## src/rtl/quad_pkg.sv

```systemverilog
// Shared constants, step encoding and transition decode for the quadrature decoder.
package quad_pkg;

  localparam int POS_W_DEF    = 10;
  localparam int FILT_LEN_DEF = 3;
  localparam int VEL_WIN_DEF  = 1024;

  typedef enum logic [1:0] {
    STEP_NONE,
    STEP_FWD,
    STEP_REV,
    STEP_ERR
  } step_t;

  // Gray sequence 00 -> 01 -> 11 -> 10 -> 00 is forward; both bits flipping is illegal.
  function automatic step_t decode_step(input logic [1:0] prev_ab, input logic [1:0] cur_ab);
    step_t s;
    case ({prev_ab, cur_ab})
      4'b0001, 4'b0111, 4'b1110, 4'b1000: s = STEP_FWD;
      4'b0100, 4'b1101, 4'b1011, 4'b0010: s = STEP_REV;
      4'b0000, 4'b0101, 4'b1111, 4'b1010: s = STEP_NONE;
      default:                            s = STEP_ERR;
    endcase
    return s;
  endfunction

endpackage

```

## src/rtl/quad_input_filter.sv

```systemverilog
// One-bit 2-flop synchronizer followed by a consecutive-cycle glitch filter.
// After reset the filter first locks onto whatever level is stable for
// FILT_LEN cycles and raises valid; from then on a new level is accepted
// once the synchronized input has differed for FILT_LEN consecutive cycles.
module quad_input_filter
  import quad_pkg::*;
#(
  parameter int FILT_LEN = FILT_LEN_DEF
) (
  input  logic clk,
  input  logic reset,
  input  logic din,
  output logic dout,
  output logic valid
);

  localparam int CNT_W = $clog2(FILT_LEN + 1);
  localparam logic [CNT_W-1:0] CNT_TC = CNT_W'(FILT_LEN);

  logic             sync1_q, sync1_d;
  logic             sync2_q, sync2_d;
  logic             filt_q, filt_d;
  logic             valid_q, valid_d;
  logic [CNT_W-1:0] cnt_q, cnt_d;

  // Next-state for synchronizer chain and filter counter.
  always_comb begin
    sync1_d = din;
    sync2_d = sync1_q;
    filt_d  = filt_q;
    valid_d = valid_q;
    cnt_d   = cnt_q;
    if (!valid_q) begin
      // Initial lock: filt_q holds the candidate level being timed.
      if (sync2_q != filt_q) begin
        filt_d = sync2_q;
        cnt_d  = CNT_W'(1);
      end else if (cnt_q == CNT_TC) begin
        valid_d = 1'b1;
        cnt_d   = '0;
      end else begin
        cnt_d = cnt_q + CNT_W'(1);
      end
    end else if (cnt_q == CNT_TC) begin
      filt_d = ~filt_q;
      cnt_d  = '0;
    end else if (sync2_q != filt_q) begin
      cnt_d = cnt_q + CNT_W'(1);
    end else begin
      cnt_d = '0;
    end
  end

  // State registers with synchronous reset.
  always_ff @(posedge clk) begin
    if (reset) begin
      sync1_q <= 1'b0;
      sync2_q <= 1'b0;
      filt_q  <= 1'b0;
      valid_q <= 1'b0;
      cnt_q   <= '0;
    end else begin
      sync1_q <= sync1_d;
      sync2_q <= sync2_d;
      filt_q  <= filt_d;
      valid_q <= valid_d;
      cnt_q   <= cnt_d;
    end
  end

  assign dout  = filt_q;
  assign valid = valid_q;

endmodule

```

## src/rtl/quadrature_decoder.sv

```systemverilog
// Quadrature encoder decoder: filtered A/B/Z inputs, wrapping position counter
// with clear/index load, illegal-transition tracking and windowed velocity.
module quadrature_decoder
  import quad_pkg::*;
#(
  parameter int POS_W    = POS_W_DEF,
  parameter int FILT_LEN = FILT_LEN_DEF,
  parameter int VEL_WIN  = VEL_WIN_DEF
) (
  input  logic                    clk,
  input  logic                    reset,
  input  logic                    enc_a,
  input  logic                    enc_b,
  input  logic                    enc_z,
  input  logic                    clear,
  output logic [POS_W-1:0]        position,
  output logic                    dir,
  output logic                    step_valid,
  output logic                    step_err,
  output logic [7:0]              err_count,
  output logic signed [POS_W:0]   velocity,
  output logic                    vel_valid
);

  localparam int WIN_W   = $clog2(VEL_WIN);
  localparam int ACC_RAW = $clog2(VEL_WIN + 1) + 1;
  localparam int ACC_W   = (ACC_RAW > POS_W + 1) ? ACC_RAW : POS_W + 1;
  localparam logic [WIN_W-1:0]        WIN_LAST = WIN_W'(VEL_WIN - 1);
  localparam logic signed [ACC_W-1:0] VEL_MAX  = ACC_W'((2 ** POS_W) - 1);
  localparam logic signed [ACC_W-1:0] VEL_MIN  = ~VEL_MAX;

  logic a_f, b_f, z_f;
  logic a_v, b_v, z_v;

  quad_input_filter #(.FILT_LEN(FILT_LEN)) u_filt_a (
    .clk(clk), .reset(reset), .din(enc_a), .dout(a_f), .valid(a_v)
  );
  quad_input_filter #(.FILT_LEN(FILT_LEN)) u_filt_b (
    .clk(clk), .reset(reset), .din(enc_b), .dout(b_f), .valid(b_v)
  );
  quad_input_filter #(.FILT_LEN(FILT_LEN)) u_filt_z (
    .clk(clk), .reset(reset), .din(enc_z), .dout(z_f), .valid(z_v)
  );

  logic [1:0]              prev_ab_q, prev_ab_d;
  logic                    prev_z_q, prev_z_d;
  logic                    primed_q, primed_d;
  logic [POS_W-1:0]        pos_q, pos_d;
  logic                    dir_q, dir_d;
  logic                    step_valid_q, step_valid_d;
  logic                    step_err_q, step_err_d;
  logic [7:0]              err_cnt_q, err_cnt_d;
  logic signed [POS_W:0]   vel_q, vel_d;
  logic                    vel_valid_q, vel_valid_d;
  logic [WIN_W-1:0]        win_q, win_d;
  logic signed [ACC_W-1:0] acc_q, acc_d;

  logic [1:0]              cur_ab;
  step_t                   step;
  logic                    idx_rise;
  logic signed [ACC_W-1:0] contrib;
  logic signed [ACC_W-1:0] acc_sum;

  // Step decode, position/error update and velocity window next-state.
  always_comb begin
    cur_ab       = {a_f, b_f};
    prev_ab_d    = cur_ab;
    prev_z_d     = z_f;
    primed_d     = primed_q | (a_v & b_v & z_v);
    pos_d        = pos_q;
    dir_d        = dir_q;
    step_valid_d = 1'b0;
    step_err_d   = step_err_q;
    err_cnt_d    = err_cnt_q;
    vel_d        = vel_q;
    vel_valid_d  = 1'b0;
    win_d        = win_q;
    acc_d        = acc_q;
    contrib      = '0;

    // Until every filter has locked, the previous-state registers are only primed.
    step     = primed_q ? decode_step(prev_ab_q, cur_ab) : STEP_NONE;
    idx_rise = primed_q & z_f & ~prev_z_q;

    if (clear || idx_rise) begin
      pos_d = '0;
    end else if (step == STEP_FWD) begin
      pos_d        = pos_q + 1'b1;
      dir_d        = 1'b1;
      step_valid_d = 1'b1;
    end else if (step == STEP_REV) begin
      pos_d        = pos_q - 1'b1;
      dir_d        = 1'b0;
      step_valid_d = 1'b1;
    end

    if (step == STEP_ERR) begin
      step_err_d = 1'b1;
      if (err_cnt_q != 8'hFF) err_cnt_d = err_cnt_q + 8'd1;
    end

    // Velocity counts every decoded step, including ones dropped by clear/index.
    case (step)
      STEP_FWD: contrib = ACC_W'(1);
      STEP_REV: contrib = '1;
      default:  contrib = '0;
    endcase
    acc_sum = acc_q + contrib;

    if (win_q == WIN_LAST) begin
      win_d       = '0;
      acc_d       = '0;
      vel_valid_d = 1'b1;
      if (acc_sum > VEL_MAX)      vel_d = VEL_MAX[POS_W:0];
      else if (acc_sum < VEL_MIN) vel_d = VEL_MIN[POS_W:0];
      else                        vel_d = acc_sum[POS_W:0];
    end else begin
      win_d = win_q + 1'b1;
      acc_d = acc_sum;
    end
  end

  // Decoder state registers with synchronous reset.
  always_ff @(posedge clk) begin
    if (reset) begin
      prev_ab_q    <= 2'b00;
      prev_z_q     <= 1'b0;
      primed_q     <= 1'b0;
      pos_q        <= '0;
      dir_q        <= 1'b0;
      step_valid_q <= 1'b0;
      step_err_q   <= 1'b0;
      err_cnt_q    <= 8'd0;
      vel_q        <= '0;
      vel_valid_q  <= 1'b0;
      win_q        <= '0;
      acc_q        <= '0;
    end else begin
      prev_ab_q    <= prev_ab_d;
      prev_z_q     <= prev_z_d;
      primed_q     <= primed_d;
      pos_q        <= pos_d;
      dir_q        <= dir_d;
      step_valid_q <= step_valid_d;
      step_err_q   <= step_err_d;
      err_cnt_q    <= err_cnt_d;
      vel_q        <= vel_d;
      vel_valid_q  <= vel_valid_d;
      win_q        <= win_d;
      acc_q        <= acc_d;
    end
  end

  assign position   = pos_q;
  assign dir        = dir_q;
  assign step_valid = step_valid_q;
  assign step_err   = step_err_q;
  assign err_count  = err_cnt_q;
  assign velocity   = vel_q;
  assign vel_valid  = vel_valid_q;

endmodule

```

## config.mk

```make
export PLATFORM = sky130hd
export DESIGN_NAME = quadrature_decoder
export DESIGN_NICKNAME = d
export VERILOG_FILES = /design/src/rtl/quad_pkg.sv /design/src/rtl/quad_input_filter.sv /design/src/rtl/quadrature_decoder.sv
export SDC_FILE = /design/constraint.sdc
export NUM_CORES = 1
export LEC_CHECK = 0
export ABC_CLOCK_PERIOD_IN_PS = 3300
export CAP_MARGIN = 15
export CORE_MARGIN = 10
export CORE_UTILIZATION = 46
export DETAILED_ROUTE_END_ITERATION = 6
export PLACE_DENSITY = 0.69
export SLEW_MARGIN = 10
export SYNTH_ARGS = -nofsm -noshare
export SYNTH_HDL_FRONTEND = slang
export SYNTH_HIERARCHICAL = 1
export SYNTH_SLANG_ARGS = --single-unit
```

## constraint.sdc

```tcl
create_clock -name clk -period 3.3 [get_ports clk]
set_input_delay 0.825 -clock clk [delete_from_list [all_inputs] [get_ports clk]]
set_output_delay 0.825 -clock clk [all_outputs]
set_load 0.05 [all_outputs]
```

---- Word level (Yosys, flattened, before mapping) ----
Memories as Yosys holds them, arrays and structs flattened.
Index checks and enable logic that the tools add are counted.
cells by class
  $add $sub $neg .......................... 8
  order comparisons ....................... 2
  eq/ne operators ......................... 14
  multiplexer cells ....................... 44
  bitwise gates (word level) .............. 10
  reduce and logical (&&, ||, !) cells .... 12
operators by type and width
  kind                                                              count
  2-to-1 mux 2 bit                                                  16
  case mux 12 bit (2 select lines)                                  1
  2-to-1 mux 1 bit                                                  23
  2-to-1 mux 11 bit                                                 2
  adder 10 x 1 -> 10 bit (second input constant)                    2
  2-to-1 mux 10 bit                                                 2
  adder 12 bit                                                      1
  greater-than comparator 12 x 11 -> 1 bit (second input constant)  1
  less-than comparator 12 x 11 -> 1 bit (second input constant)     1
  equality test 10 bit (second input constant)                      1
  equality test 2 bit (second input constant)                       5
  AND reduction 2 bit                                               5
  subtractor 10 x 1 -> 10 bit (second input constant)               1
  adder 8 x 1 -> 8 bit (second input constant)                      1
  != test 8 bit (second input constant)                             1
  nonzero test 2 bit                                                4
  adder 2 x 1 -> 2 bit (second input constant)                      3
  != test 2 bit (second input constant)                             3
  inverter 1 bit                                                    5
  bitwise AND 1 bit                                                 4
  OR reduction 2 bit                                                2
  != test 1 bit                                                     3
  equality test 2 x 1 -> 1 bit (second input constant)              1
  logical OR 1 bit                                                  1
  OR 1 bit                                                          1
storage, ports and cells
  flip-flop bits (word level) ............. 77
  memory bits (read-only) ................. 32
  input port bits ......................... 6
  output and inout bits ................... 33
  word-level logic and storage cells ...... 118
  memories kept ........................... 1
memories
  memory           words  bits a word  rd ports  clocked after memory_dff  wr ports  RTL line        source
  (no name shown)  16     2            1         0                         0         quad_pkg.sv:18  case ({prev_ab, cur_ab})

---- Depth between registers and ports, before layout ----
Gate-level depths: netlist of run 1.
An unclocked memory read counts as a cell.
  depth after elaboration ................. 8
  mapped depth ............................ 16
  depth with buffers taken out ............ 15

---- Hierarchy ----
The synthesis of run 1 kept the hierarchy.
by module, submodules not included
  module              times used  cells an instance  area an instance (um2)  seq. area each (um2)
  quadrature_decoder  1           360                3255.6                  1181.1
  quad_input_filter   3           22                 249.0                   120.1

---- Worst setup path before layout of run 1 ----
OpenSTA, ideal clock, no wires.
  kind .................................... register to register
  start point ............................. register u_filt_b.filt_q (netlist: u_filt_b/dout)
  end point ............................... register vel_q[9] (netlist: velocity[9])
  library setup time ...................... 0.130 ns
  arrival ................................. 3.528 ns
  data required time ...................... 3.170 ns
  slack ................................... -0.358 ns
  cell stages (with the launch flop) ...... 15
  buffers on the path ..................... 1
  period minus slack after synthesis ...... 3.658 ns
  cell sequence ........................... dfxtp_1 -> nor2b_1 -> or3b_2 -> o211a_1 -> ha_1 -> inv_1 -> ha_1 -> fa_1 -> a21o_1 -> a2111oi_4 -> nor3_2 -> or3_1 -> buf_6 -> a41oi_2 -> o31ai_2
on the way
  cells in the longest elaborated chain, start to end .. 8
  elaborated cells on any way between the ends .. 10
  classes of those cells .................. add/sub: 1; order compare: 2; eq/ne: 2; mux: 4; memory: 1
RTL lines
  item                                                                 RTL line                   source
  from (decl)                                                          quad_input_filter.sv:22    logic filt_q, filt_d;
  from (signal assigned)                                               quad_input_filter.sv:65    filt_q <= filt_d;
  memory (16 x 2 bit) *                                                n/a
  2-to-1 mux 2 bit *                                                   quadrature_decoder.sv:82   step = primed_q ? decode_step(prev_ab_q, cur_ab) : STEP_NONE;
  equality test 2 bit or equality test 2 x 1 -> 1 bit (tied branches)  quadrature_decoder.sv:103  case (step)
  case mux 12 bit (2 select lines) *                                   quadrature_decoder.sv:103
  adder 12 bit *                                                       quadrature_decoder.sv:108  acc_sum = acc_q + contrib;
  less-than comparator 12 x 11 -> 1 bit                                quadrature_decoder.sv:115  else if (acc_sum < VEL_MIN) vel_d = VEL_MIN[POS_W:0];
  2-to-1 mux 11 bit                                                    quadrature_decoder.sv:115
  2-to-1 mux 11 bit *                                                  quadrature_decoder.sv:114  if (acc_sum > VEL_MAX) vel_d = VEL_MAX[POS_W:0];
  to (signal assigned)                                                 quadrature_decoder.sv:147  vel_q <= vel_d;
  to (decl)                                                            quadrature_decoder.sv:53   logic signed [POS_W:0] vel_q, vel_d;
Every way passes the cells marked *; elsewhere a longest branch is shown, timed or not.
A chain may end at the register's enable or synchronous reset.

---- Final worst setup path of run 1 ----
  start point ............................. register u_filt_b.filt_q (netlist: u_filt_b/dout)
  end point ............................... register vel_q[1] (netlist: velocity[1])
Same word-level chain as after synthesis.

==> results of run 1 <==
==> synthesized netlist by cell type, drive strengths merged (7+ instances only) <==
cell    count
ha         31
o21ai       8
o31ai      10
nor2       54
inv        10
nor3        7
and2        9
nand2      18
or2         7
nor2b      11
dfxtp      77
clkbuf      7
xnor2      17
a21o        8
a32oi       7
a21oi      28
nand3      15
xor2       16
==> power breakdown <==
group	total, µW	internal (µW)	switching [µW]
registers	977	955	21.5
clock network	767	376	391
logic	154	78.8	75.1
==> path summary, 6_finish.rpt <==
path | start | slack, ns | to
worst max-delay path | u_filt_b/dout | -0.08 | velocity[1]
worst min-delay path | u_filt_b/sync1_q | 0.44 | u_filt_b/sync2_q
worst min register to register | u_filt_b/sync1_q | 0.44 | u_filt_b/sync2_q
worst max register to register | u_filt_b/dout | -0.08 | velocity[1]
==> layer usage <==
layer	wire length, µm	up-vias
met3	558	13
li1	-	1709
met4	194	0
met5	0	-
met1	4378	1672
met2	4606	69
==> layout make-up <==
class                      count  area, µm²  share of cell area [%]
clock buffer                  10      137.6                   2.525
clock inverter                 6      68.82                   1.263
inverter                      10      40.04                  0.7346
multi-input combinational    326       2644                   48.51
sequential                    77       1545                   28.35
tap                          105      131.4                   2.410
timing repair buffer          95      883.3                   16.21
==> kinds of logic (layout without fill, tap and decap cells) <==
group,Yosys count,in the layout,synth area share [%]
fa+ha+maj,36,36,11.44
buf+inv,23,121,2.657
flops,77,77,38.51
mux,7,7,2.157
compound gates,99,99,18.51
simple gates,151,151,19.51
xor+xnor,33,33,7.221
==> sequential cells by signal (all words and copies together) (netlist names), 2 cells and up <==
name	cells
acc_q	12
velocity	11
position	10
win_q	10
err_count	8
prev_ab_q	2
u_filt_a/cnt_q	2
u_filt_b/cnt_q	2
u_filt_z/cnt_q	2
==> metrics by stage <==
step | TNS, ns | hold slack (ns) | util (%)
2_1_floorplan | -0.6275 | 0.4138 | -
3_3_place_gp | -1.021 | 0.4231 | 57.91
3_5_place_dp | -1.716 | 0.4310 | 57.91
4_1_cts | -0.05309 | 0.4412 | 61.82
5_1_grt | -1.253 | 0.4520 | 65.35
6_report | -0.1461 | 0.4389 | 65.35
==> repair_timing <==
item	CTS	global route
buffers inserted	4	8
resized for setup	17	34
gates cloned	0	2
setup endpoints to repair	14	16
pin swaps	7	9
==> metrics, run 1 <==
cell depth of the worst flop-to-flop path=14; post-placement cell area=4830 µm²; CP delay by family, top=compound AO/OA/AOI/OAI gates; area added between synthesis and finish=36.17%; clock latency on the worst-skew pair=0.36 ns; Seq/Total Area, Yosys=between 30% and 40%; number of buffers on the longest clock path=2; count of final setup violators=4; maxcap violations=0; number of nets with antenna violations after detailed routing=0; ratio of total power to cell area=348.2 nW/µm²; initial antenna violation count=0; pins over their slew limit=0; commonest cells after routing, fill and taps aside=76 x dfxtp_1, 54 x nor2_1, 49 x buf_4, 38 x clkdlybuf4s50_1, 24 x a21oi_1; leading register cell type out of synthesis=dfxtp_1; drc violations=0; number of different library cells in the post-synthesis netlist=61; max_slew headroom=45.26%; flip-flop and latch count after synthesis=77; non-filler instance count after layout=629; fraction of the cycle the final worst path needs=102.6%; minimum clock period after layout=between 3 and 4 ns; CP bufs+invs=2; status=complete, but fails checks; Num CTS Buffers=9; instance count on the critical path=14; Worst Setup Slack, final=-0.08463 ns; Synth Area per Inst=9.396 µm²; Max VDD drop=0.0002679 V; top-area cell type share of the netlist area=38.51%; leading cell type in the layout, fill and taps excluded=dfxtp_1; biggest area consumer among synthesized cells=dfxtp_1; global routing usage on met1=17.40%; overall via count from detail_route=3,463; failing checks=negative setup slack; clock sink count=between 70 and 80; aggregate global routing overflow=0; Global Route met2 Usage=23.58%; number of nets produced by synthesis=465; Detailed Routing Iterations Pass 1=5; CTS clock-pin slew for the worst setup and hold paths=0.09 ns; total global-route track usage=between 10 and 15%; final number of hold-violating endpoints=0; area enclosed by the die boundary=12,830 µm²; cell area after layout=5450 µm²; post-synthesis async set-or-reset flop share=0%; Setup WS pre-CTS=-0.2113 ns; depth of the CTS H-tree=3; clock tree from TritonCTS=yes; Data arrival, critical path=between 3 and 4 ns; most heavily used metal layer in global routing=met2; cell with the largest stage delay on the worst path=fa_2; Worst Path Required=3.56 ns; Yosys warnings=6; number of enable flip-flop cells after synthesis=0; Post-DP HPWL=~6400 µm; met3 layer usage reported by global route=~4.0%; Crit path largest cell delay=about 0.39 ns; Leak Pwr=approximately 0.0022 µW; Critical Path End Type=flip-flop; Routed WL per cell=15.48 µm; cells taking the most area after synthesis=dfxtp_1 39%, ha_1 9.7%, nor2_1 5.1%; First DRT Iteration DRCs=roughly 140; wire length of the first global-routing pass=15,640 µm; launching element type of the critical path=flip-flop; antenna fix cells=0; setup repair after global routing missed its margin=true; Fill cells=around 700; number of primary I/O pins=39; initial standard-cell utilization of the core=47.99%; post-detailed-route via-to-cell ratio=5.506; Final Power=1898 µW; standard cell core area=roughly 8300 µm²; Post-CTS Hold Buffers=0; cell area after synthesis=4003 µm²; DP Cell Count=600; floorplan die height=113.3 µm; CP Cell Sequence=nor2b_4 > or3b_4 > o211a_4 > ha_4 > inv_4 > ha_4 > fa_2 > a21o_1 > a2111oi_4 > buf_4 > o2111a_2 > or3_4 > nor2_1 > o31ai_1; type of the worst setup path=flip-flop to flip-flop; Post-Syn Instances=around 430; fraction of final layout cells sized beyond drive strength 1=26.15%; vias in the first global route=3,331; number of buffers inserted by port buffering=38; most common cell type on the critical path=ha_4; row count=33; routability cong.=between 0.8 and 0.9; nets@finish=558; Routed Wire Length=9738 µm; die span in x=113.3 µm; largest net degree at the start of global routing=30; cell chosen for the clock root=clkbuf_8; critical path fanouts, max=6; Worst-Margin Slew=0.8193 ns; type of the most critical hold path=flip-flop to flip-flop; worst clock skew=0.01006 ns; Max Freq=roughly 300 MHz; hold path cells=1
Power figures use the tool's default switching activity.
==> run 2, diff against run 1 <==
CORE_ASPECT_RATIO = 0.6   (was default)
==> metrics, run 2 (synthesis gave the netlist of run 1 again) <==
most flop-heavy register=acc_q; final number of hold-violating endpoints=0 (unchanged); type of the most critical hold path=flip-flop to flip-flop; clock tree from TritonCTS=yes; DP Cell Count=605 (+0.83%); row count=26 (-21%); critical path startpoint=u_filt_b/dout; capture point of the worst reg-to-reg path=velocity[5]; Worst Path Required=3.50 ns (-0.06 ns); fraction of the cycle the final worst path needs=101.6% (-1.0 points); clock sink count=77 (unchanged); non-filler instance count after layout=633 (+0.64%); Critical Path End Type=flip-flop; routability cong.=0.8620 (+6.0%); Setup crit end=velocity[5]; Max Freq=298.4 MHz (+1.0%); Max VDD drop=0.0003899 V (+46%); standard cell core area=8491 µm² (+1.8%); cell chosen for the clock root=clkbuf_16; clock latency on the worst-skew pair=0.34 ns (-0.02 ns); max_slew headroom=40.82% (-4.4 points); nets@finish=555 (-0.54%); number of primary I/O pins=39 (unchanged); Reg power frac=44.9% (-6.6 points); max reg flops=12 (unchanged); leading cell type in the layout, fill and taps excluded=dfxtp_1; area added between synthesis and finish=37.67%; cell area after layout=5510 µm² (+1.1%); type of the worst setup path=flip-flop to flip-flop; switching power=474.8 µW (-2.7%); post-placement cell area=4811 µm² (-0.39%); minimum clock period after layout=3.351 ns (-0.03335 ns); register-to-register setup slack=-0.05 ns (+0.03 ns); Worst-Margin Slew=0.8859 ns (+0.06657 ns); CTS clock-pin slew for the worst setup and hold paths=0.06 ns (-0.03 ns); worst clock skew=0.007569 ns (-0.002489 ns); instance count on the critical path=14 (unchanged); die span in x=140.4 µm (+24%); commonest cells after routing, fill and taps aside=76 x dfxtp_1, 54 x nor2_1, 47 x buf_4, 38 x clkdlybuf4s50_1, 25 x a21oi_1; share of power burned in the clock network=47.7% (+7.3 points); area enclosed by the die boundary=12,950 µm² (+0.95%); total global-route track usage=14.93% (+0.55 points); number of nets with antenna violations after detailed routing=0 (unchanged); vias in the first global route=3,315 (-0.48%); maxcap violations=0 (unchanged); CP bufs+invs=3 (+1); cell depth of the worst flop-to-flop path=14 (unchanged); CP Cell Sequence=nor2b_4 > or3b_4 > o211a_4 > buf_6 > ha_4 > ha_4 > o211ai_1 > o211ai_1 > o311ai_4 > o22a_1 > buf_12 > buf_4 > a32oi_1 > o31ai_2; combinational share of power=7.4% (-0.7 points); ratio of total power to cell area=395.2 nW/µm² (+13%); final-layout worst hold slack=0.4335 ns (-0.005338 ns); number of buffers inserted by port buffering=38 (unchanged); drc violations=0 (unchanged); pins over their slew limit=0 (unchanged); First DRT Iteration DRCs=172 (+27%); switching part of the total=21.80% (-3.9 points); Detailed Routing Iterations Pass 1=4 (-1); aggregate global routing overflow=0 (unchanged); Routed Wire Length=10,140 µm (+4.1%); Routed WL per cell=16.01 µm (+3.4%); setup repair after global routing missed its margin=true; CP delay by family, top=compound AO/OA/AOI/OAI gates; post-detailed-route via-to-cell ratio=5.433 (-1.3%); failing checks=negative setup slack; Crit path largest cell delay=0.37 ns (-0.02 ns); floorplan die height=92.26 µm (-19%); launching element type of the critical path=flip-flop; critical path fanouts, max=7 (+1); Data arrival, critical path=3.56 ns (-0.08 ns); largest net degree at the start of global routing=28 (-6.7%); status=complete, but fails checks; source of the worst register-to-register timing path=u_filt_b/dout; Leak Pwr=0.002191 µW (+0.12%); count of final setup violators=10 (+6); initial antenna violation count=0 (unchanged); Post-DP HPWL=6915 µm (+8.9%); depth of the CTS H-tree=3 (unchanged); Internal=1703 µW (+21%); cell with the largest stage delay on the worst path=or3b_4; fraction of final layout cells sized beyond drive strength 1=24.57% (-1.6 points); initial standard-cell utilization of the core=47.14% (-0.85 points); antenna fix cells=0 (unchanged); number of buffers on the longest clock path=2 (unchanged); Worst Setup Slack, final=-0.05128 ns (+0.03335 ns); wire length of the first global-routing pass=16,100 µm (+2.9%); Num CTS Buffers=9 (unchanged); overall via count from detail_route=3,439 (-0.69%)
==> run 2: cell count changes in the layout (fill, tap and decap cells not counted), sizes merged <==
cell      delta
inv          -2
buf          -1
bufinv       +1
clkinvlp     -1
==> run 2: routing by layer <==
layer	share of wire [%]	vias to the layer above	GRT usage [%]
met2	45	74	23.37
met5	0	-	0
met3	6.0	15	4.686
met1	47	1635	18.74
met4	1.6	0	5.908
li1	-	1715	-
==> run 2: layout make-up <==
cell class	count	area, µm²
sequential	77	1545
multi-input combinational	326	2660
inverter	10	40.04
fill	682	2980
timing repair buffer	92	814.5
clock inverter	4	73.82
tap	112	140.1
clock buffer	12	236.5
==> run 2: per-stage QoR <==
| step | setup TNS (ns) | util [%] | total power [µW] | setup WS, ns |
|---|---|---|---|---|
| finish | -0.3097 | 64.90 | 2178 | -0.05128 |
| global route | -1.570 | 64.90 | 2264 | -0.1734 |
| CTS | 0 | 62.89 | 2187 | 0.007602 |
| detailed placement | -2.247 | 56.66 | 1150 | -0.2233 |
| global placement | -0.7825 | 56.66 | 1143 | -0.1186 |
| floorplan | -0.6275 | - | 1103 | -0.2101 |
==> run 2: what timing repair did <==
| action | 4_1_cts | 5_1_grt |
|---|---|---|
| buffers inserted | 2 | 9 |
| pin swaps | 14 | 15 |
| hold buffers | 0 | 0 |
| resized for setup | 30 | 24 |
| endpoints found under the setup margin | 16 | 13 |
| gates cloned | 0 | 1 |
==> run 2: how the worst min path moves through the flow <==
stage | from | endpoint | cells past startpoint
global placement | u_filt_a/sync1_q | u_filt_a/sync2_q | 1
CTS | u_filt_a/sync1_q | u_filt_a/sync2_q | 1
floorplan | u_filt_a/sync1_q | u_filt_a/sync2_q | 1
finish | u_filt_a/sync1_q | u_filt_a/sync2_q | 1
global route | u_filt_a/sync1_q | u_filt_a/sync2_q | 1
detailed placement | u_filt_a/sync1_q | u_filt_a/sync2_q | 1
==> run 2: power by group through the flow <==
stage / sequential (µW) / combinational [µW] / clock (µW)
finish: 978 / 161 / 1040
detailed placement: 998 / 152 / 0
CTS: 978 / 158 / 1050
global route: 982 / 177 / 1110
floorplan: 995 / 108 / 0
global placement: 997 / 146 / 0
==> variant 1: new RTL, config.mk and constraints of run 2 <==
Register the output `err_count` once more, without a reset; this adds one clock of latency there. The other outputs are not delayed to match.
--- a/src/rtl/quadrature_decoder.sv
+++ b/src/rtl/quadrature_decoder.sv
@@ -157,3 +157,5 @@
   assign step_err   = step_err_q;
-  assign err_count  = err_cnt_q;
+  always_ff @(posedge clk) begin
+    err_count <= err_cnt_q;
+  end
   assign velocity   = vel_q;
Formal check against the unedited RTL: not equivalent (a bounded check fails within 10 cycles, from zero or initial values and one cycle with reset high).
==> variant 1 against run 2 <==
  * Utilization is 2.7 points lower
  * Synthesized cell count increased by 1.6%
  * Power is 2.9% higher
  * Die area grew 2.3%
  * Synthesized area rose by 2.8%
  * Via count fell by 2.1%
  * Final area is 2.7% lower
  * First-iteration DRC count up 40%
  * Clock power is essentially flat
  * Wire length down 4.4%
  * Setup slack improved by 170 ps
  * Sequential cell count up 8
  * Critical path type unchanged
  * Largest cell class unchanged
  * Largest power group is now registers
==> variant 1: results (changes against run 2) <==
[clocking]
root_buffer = clkbuf_16
clockBufferDepth = 2  ; unchanged
cts_resized = 11  ; -63%
postCtsSetupRepairBufs = 7  ; +5
path_clk_slew_ps = 60  ; about the same
cts_inserted_buffers = 9  ; unchanged
cts_sinks = 85  ; +10%

[final_layout]
multi_input_comb_area_um2 = 2496  ; -6.2%
largest_register_ffs = 12  ; unchanged
clkbuf_count = 11  ; -1
drive_above_1_share_pct = 20.47  ; -4.1 points
nNonClkBuffers = 74  ; -20%
fin_nets = 542  ; -2.3%
antenna_cells = 0  ; unchanged
n_fill_cell = 687  ; +0.73%
nNonClkInverters = 7  ; -3
bufAreaShareNonClock_pct = 12.83  ; -2.0 points
seqCellArea_um2 = 1703  ; +10%
clock_area_share_pct = 5.785  ; +0.15 points
stdcell_count = 620  ; -2.1%

[synthesis]
synthMuxAreaShare_pct = 2.432  ; +0.28 points
synthTopCellsByArea = dfxtp_1 41%, ha_1 9.4%, xnor2_1 5.3%
synth_nets = 472  ; +1.5%
synth_compound_area_share_pct = 17.79  ; -0.72 points
synth_xor_area_share_pct = 7.662  ; +0.44 points
yosysSeqAreaShare_pct = 41.35  ; +2.8 points
synth_fa_ha_area_share_pct = 11.13  ; -0.31 points
synth_commonest_cells = 85 x dfxtp_1, 49 x nor2_1, 31 x ha_1, 26 x a21oi_1, 25 x xnor2_1
synthDistinctLibCells = 57  ; -6.6%
syn_avg_cell_area_um2 = 9.504  ; +1.2%

[setup_path]
cp_top_family = compound AO/OA/AOI/OAI gates
crit_path_max_incr_delay_ps = 390  ; +20 ps
worst_ep_arrival_time_ps = 3420  ; -140 ps
cp-endpoint = velocity[6]
path_max_fanout = 5  ; -2
reg2reg_slack_ps = 120  ; +170 ps

[global_routing]
grt_max_degree = 23  ; -18%
antenna_found_initial = 0  ; unchanged
grt_pass1_vias = 3211  ; -3.1%
track_usage_pct = 14.21  ; -0.72 points
grt_pass1_wl_um = 15570  ; -3.3%

[pwr]
powerComb_mw = 0.130  ; -19%
ir_drop_mv = 0.3142  ; -19%
swShare_pct = 21.75  ; -0.047 points
leakage_nw = 2.121  ; -3.2%
power_leader = registers

[detailed_routing]
first_pass_iters = 7  ; +3
num_vias = 3366  ; -2.1%
drtIter0Drc = 240  ; +40%
wl_um = 9690  ; -4.4%

[min_path]
min_to = err_count[6]
hp-start = err_cnt_q[6]
hold_depth = 0  ; -1

[placement]
numPlacedInstances = 592  ; -2.1%
place_hpwl_um = 6571  ; -5.0%
place_congestion = 0.9180  ; +6.5%

[run_status]
status = finished clean

[timing]
tightest_slew_ps = 515.2  ; -370.7 ps
skew_ps = 6.111  ; -1.458 ps

-- variant 1: per-stage QoR --
step / hold slack (ps) / setup WS, ps / instance area (µm²) / total power [mW] / setup TNS (ps)
floorplan: 363.1 / 56.34 / 4130 / 1.187 / 0
global placement: 376.2 / -8.591 / 4756 / 1.218 / -8.591
detailed placement: 386.7 / -96.34 / 4756 / 1.224 / -625.8
CTS: 395.7 / 1.008 / 5214 / 2.267 / 0
global route: 402.2 / -27.84 / 5364 / 2.337 / -86.37
finish: 389.8 / 116.0 / 5364 / 2.242 / 0
-- variant 1: per-layer routing --
| metal | up-vias | track usage [%] | part of all wire [%] |
|---|---|---|---|
| met5 | - | 0 | 0 |
| met4 | 0 | 4.237 | 1.1 |
| met3 | 14 | 4.949 | 6.2 |
| met2 | 79 | 21.13 | 45 |
| met1 | 1590 | 18.92 | 48 |
| li1 | 1683 | - | - |
==> variant 2: new RTL, flow settings as in run 2 <==
Made on the original files. Change the package constant `FILT_LEN_DEF` from 3 to 6.
--- a/src/rtl/quad_pkg.sv
+++ b/src/rtl/quad_pkg.sv
@@ -4,3 +4,3 @@
   localparam int POS_W_DEF    = 10;
-  localparam int FILT_LEN_DEF = 3;
+  localparam int FILT_LEN_DEF = 6;
   localparam int VEL_WIN_DEF  = 1024;
Check against the original RTL: not equivalent (a bounded check fails within 10 cycles, from zero or initial values and one cycle with reset high).
==> variant 2 against run 2 <==
  * The run still ends with setup timing left
  * Final area down 2.5%
  * Worst hold slack gained 2.5 ps
  * Die area up 2.5%
  * Synthesized area rose by 3.0%
  * Sequential power rose by 2.1%
  * Via count grew 2.7%
  * Synthesized cell count rose by 4.9%
  * Largest cell class unchanged
  * Power fell by 2.0%
  * Sequential cell count is 3 higher
  * Non-clock buffer count down 5
  * Setup slack gained 11 ps
  * Combinational power down 44%
  * Wire length is essentially flat
==> variant 2: results (changes against run 2) <==
[run_status]
status = finished, violations left
violations = setup timing

[setup_path]
worst_ep_arrival_time_ps = 3570  ; about the same
path_max_fanout = 7  ; unchanged

[global_routing]
grt_pass1_wl_um = 16800  ; +4.4%
grt_use_met1_pct = 20.10  ; +1.4 points
antenna_found_initial = 0  ; unchanged
grt_max_degree = 20  ; -29%
track_usage_pct = 15.47  ; +0.55 points
met3_usage_pct = 5.960  ; +1.3 points
grt_util_met2_pct = 23.39  ; about the same

[timing]
setup_tns_ps = -65.35  ; +244.4 ps
setup_ws_ps = -40.50  ; +10.77 ps
relSlewSlack_pct = 60.51  ; +20 points
skew_ps = 6.305  ; -1.263 ps
setup_viol = 4  ; -6

[final_layout]
n_fill_cell = 720  ; +5.6%
antenna_cells = 0  ; unchanged
seqCellArea_um2 = 1605  ; +3.9%
largest_register_ffs = 12  ; unchanged
drive_above_1_share_pct = 19.55  ; -5.0 points
fin_nets = 571  ; +2.9%
regMostFlops = acc_q

[detailed_routing]
first_pass_iters = 4  ; unchanged
wl_um = 10140  ; about the same
drtIter0Drc = 239  ; +39%
num_vias = 3532  ; +2.7%

[clocking]
clock_latency_ps = 350
root_buffer = clkbuf_16
clockBufferDepth = 2  ; unchanged
cts_inserted_buffers = 9  ; unchanged
path_clk_slew_ps = 60  ; about the same
h-tree-depth = 3  ; unchanged

[synthesis]
synth_nets = 486  ; +4.5%
synth_edf_count = 0  ; unchanged
synthDistinctLibCells = 67  ; +9.8%
synthTopCellsByArea = dfxtp_1 39%, ha_1 9.4%, nor2_1 5.0%
synth_commonest_cells = 80 x dfxtp_1, 55 x nor2_1, 31 x ha_1, 27 x nand2_1, 21 x a21oi_1
async_flop_share_pct = 0  ; unchanged
synth-main-ff-cell = dfxtp_1
synth_warnings = 6  ; unchanged
yosysSeqAreaShare_pct = 38.83  ; +0.32 points

[placement]
port_buffers = 38  ; unchanged
place_congestion = 0.8770  ; +1.7%
place_hpwl_um = 7203  ; +4.2%
dpl_cell_area_um2 = 4898  ; +1.8%

[pwr]
leakage_nw = 2.272  ; +3.7%
p_sw_mw = 0.4753  ; +0.10%
ir_drop_mv = 0.2738  ; -30%

[min_path]
hold_path_class = register to register

==> variant 2: what timing repair did <==
item / in CTS / in global routing
setup endpoints to repair: 13 / 16
resized for setup: 9 / 14
hold endpoints to repair: 0 / 0
pin swaps: 6 / 22
cloned: 1 / 0
buffers inserted: 2 / 4
==> variant 2: cells by family (layout without fill, tap and decap cells) <==
logic type | Yosys count | in the layout | share of synthesized area [%]
buffers and inverters | 30 | 120 | 3.276
muxes | 10 | 10 | 2.458
xor gates and xnor gates | 34 | 34 | 7.767
and+or+nand+nor | 160 | 160 | 19.18
AOI/OAI and AO/OA | 97 | 97 | 17.29
adders and majority gates | 36 | 36 | 11.20
DFF | 80 | 80 | 38.84
==> variant 2: final cells by class <==
cell class	instances	share of cell area, %
inverters	17	1.257
multi-input cells	337	46.28
clock buffers	11	4.702
clock inverters	5	1.164
repair buffers	87	14.13
well taps	112	2.607
flip-flops and latches	80	29.86
==> variant 2: path summary, 6_finish.rpt <==
check | from | end | slack (ps) | cells past startpoint
max reg2reg | u_filt_b/dout | velocity[0] | -40 | 14
min reg2reg | u_filt_z/sync1_q | u_filt_z/sync2_q | 440 | 1
max | u_filt_b/dout | velocity[0] | -40 | 14
min | u_filt_z/sync1_q | u_filt_z/sync2_q | 440 | 1
==> variant 2: through the flow <==
step	std cells	worst slack, ps
2_1_floorplan	447	11.29
3_3_place_gp	626	10.20
3_5_place_dp	626	-64.58
4_1_cts	645	18.10
5_1_grt	649	-149.8
6_report	649	-40.50
==> variant 2: worst max-delay path, cell delays in order, from the launching register on <==
cell and delay, ps:
dfxtp_4 360, buf_6 120, mux2_4 300, o211a_4 280
ha_4 280, inv_4 40, ha_4 160, fa_2 390
a21o_1 190, a31o_1 240, a211oi_2 280, xnor2_2 150
buf_6 160, a32oi_1 190, o21ai_1 80
==> variant 2: layer usage <==
layer  up-vias  part of all wire [%]
met1      1688                    49
met5         -                     0
li1       1766                     -
met3         8                   5.7
met2        70                    44
met4         0                  0.87
==> variant 2: power groups by stage <==
stage               Combinational (mW)  Sequential [mW]  Clock, mW
detailed placement              0.0878             1.02          0
floorplan                       0.0599             1.02          0
global route                     0.101             1.00       1.12
CTS                             0.0881            0.998       1.06
global placement                0.0843             1.02          0
finish                          0.0895            0.999       1.05
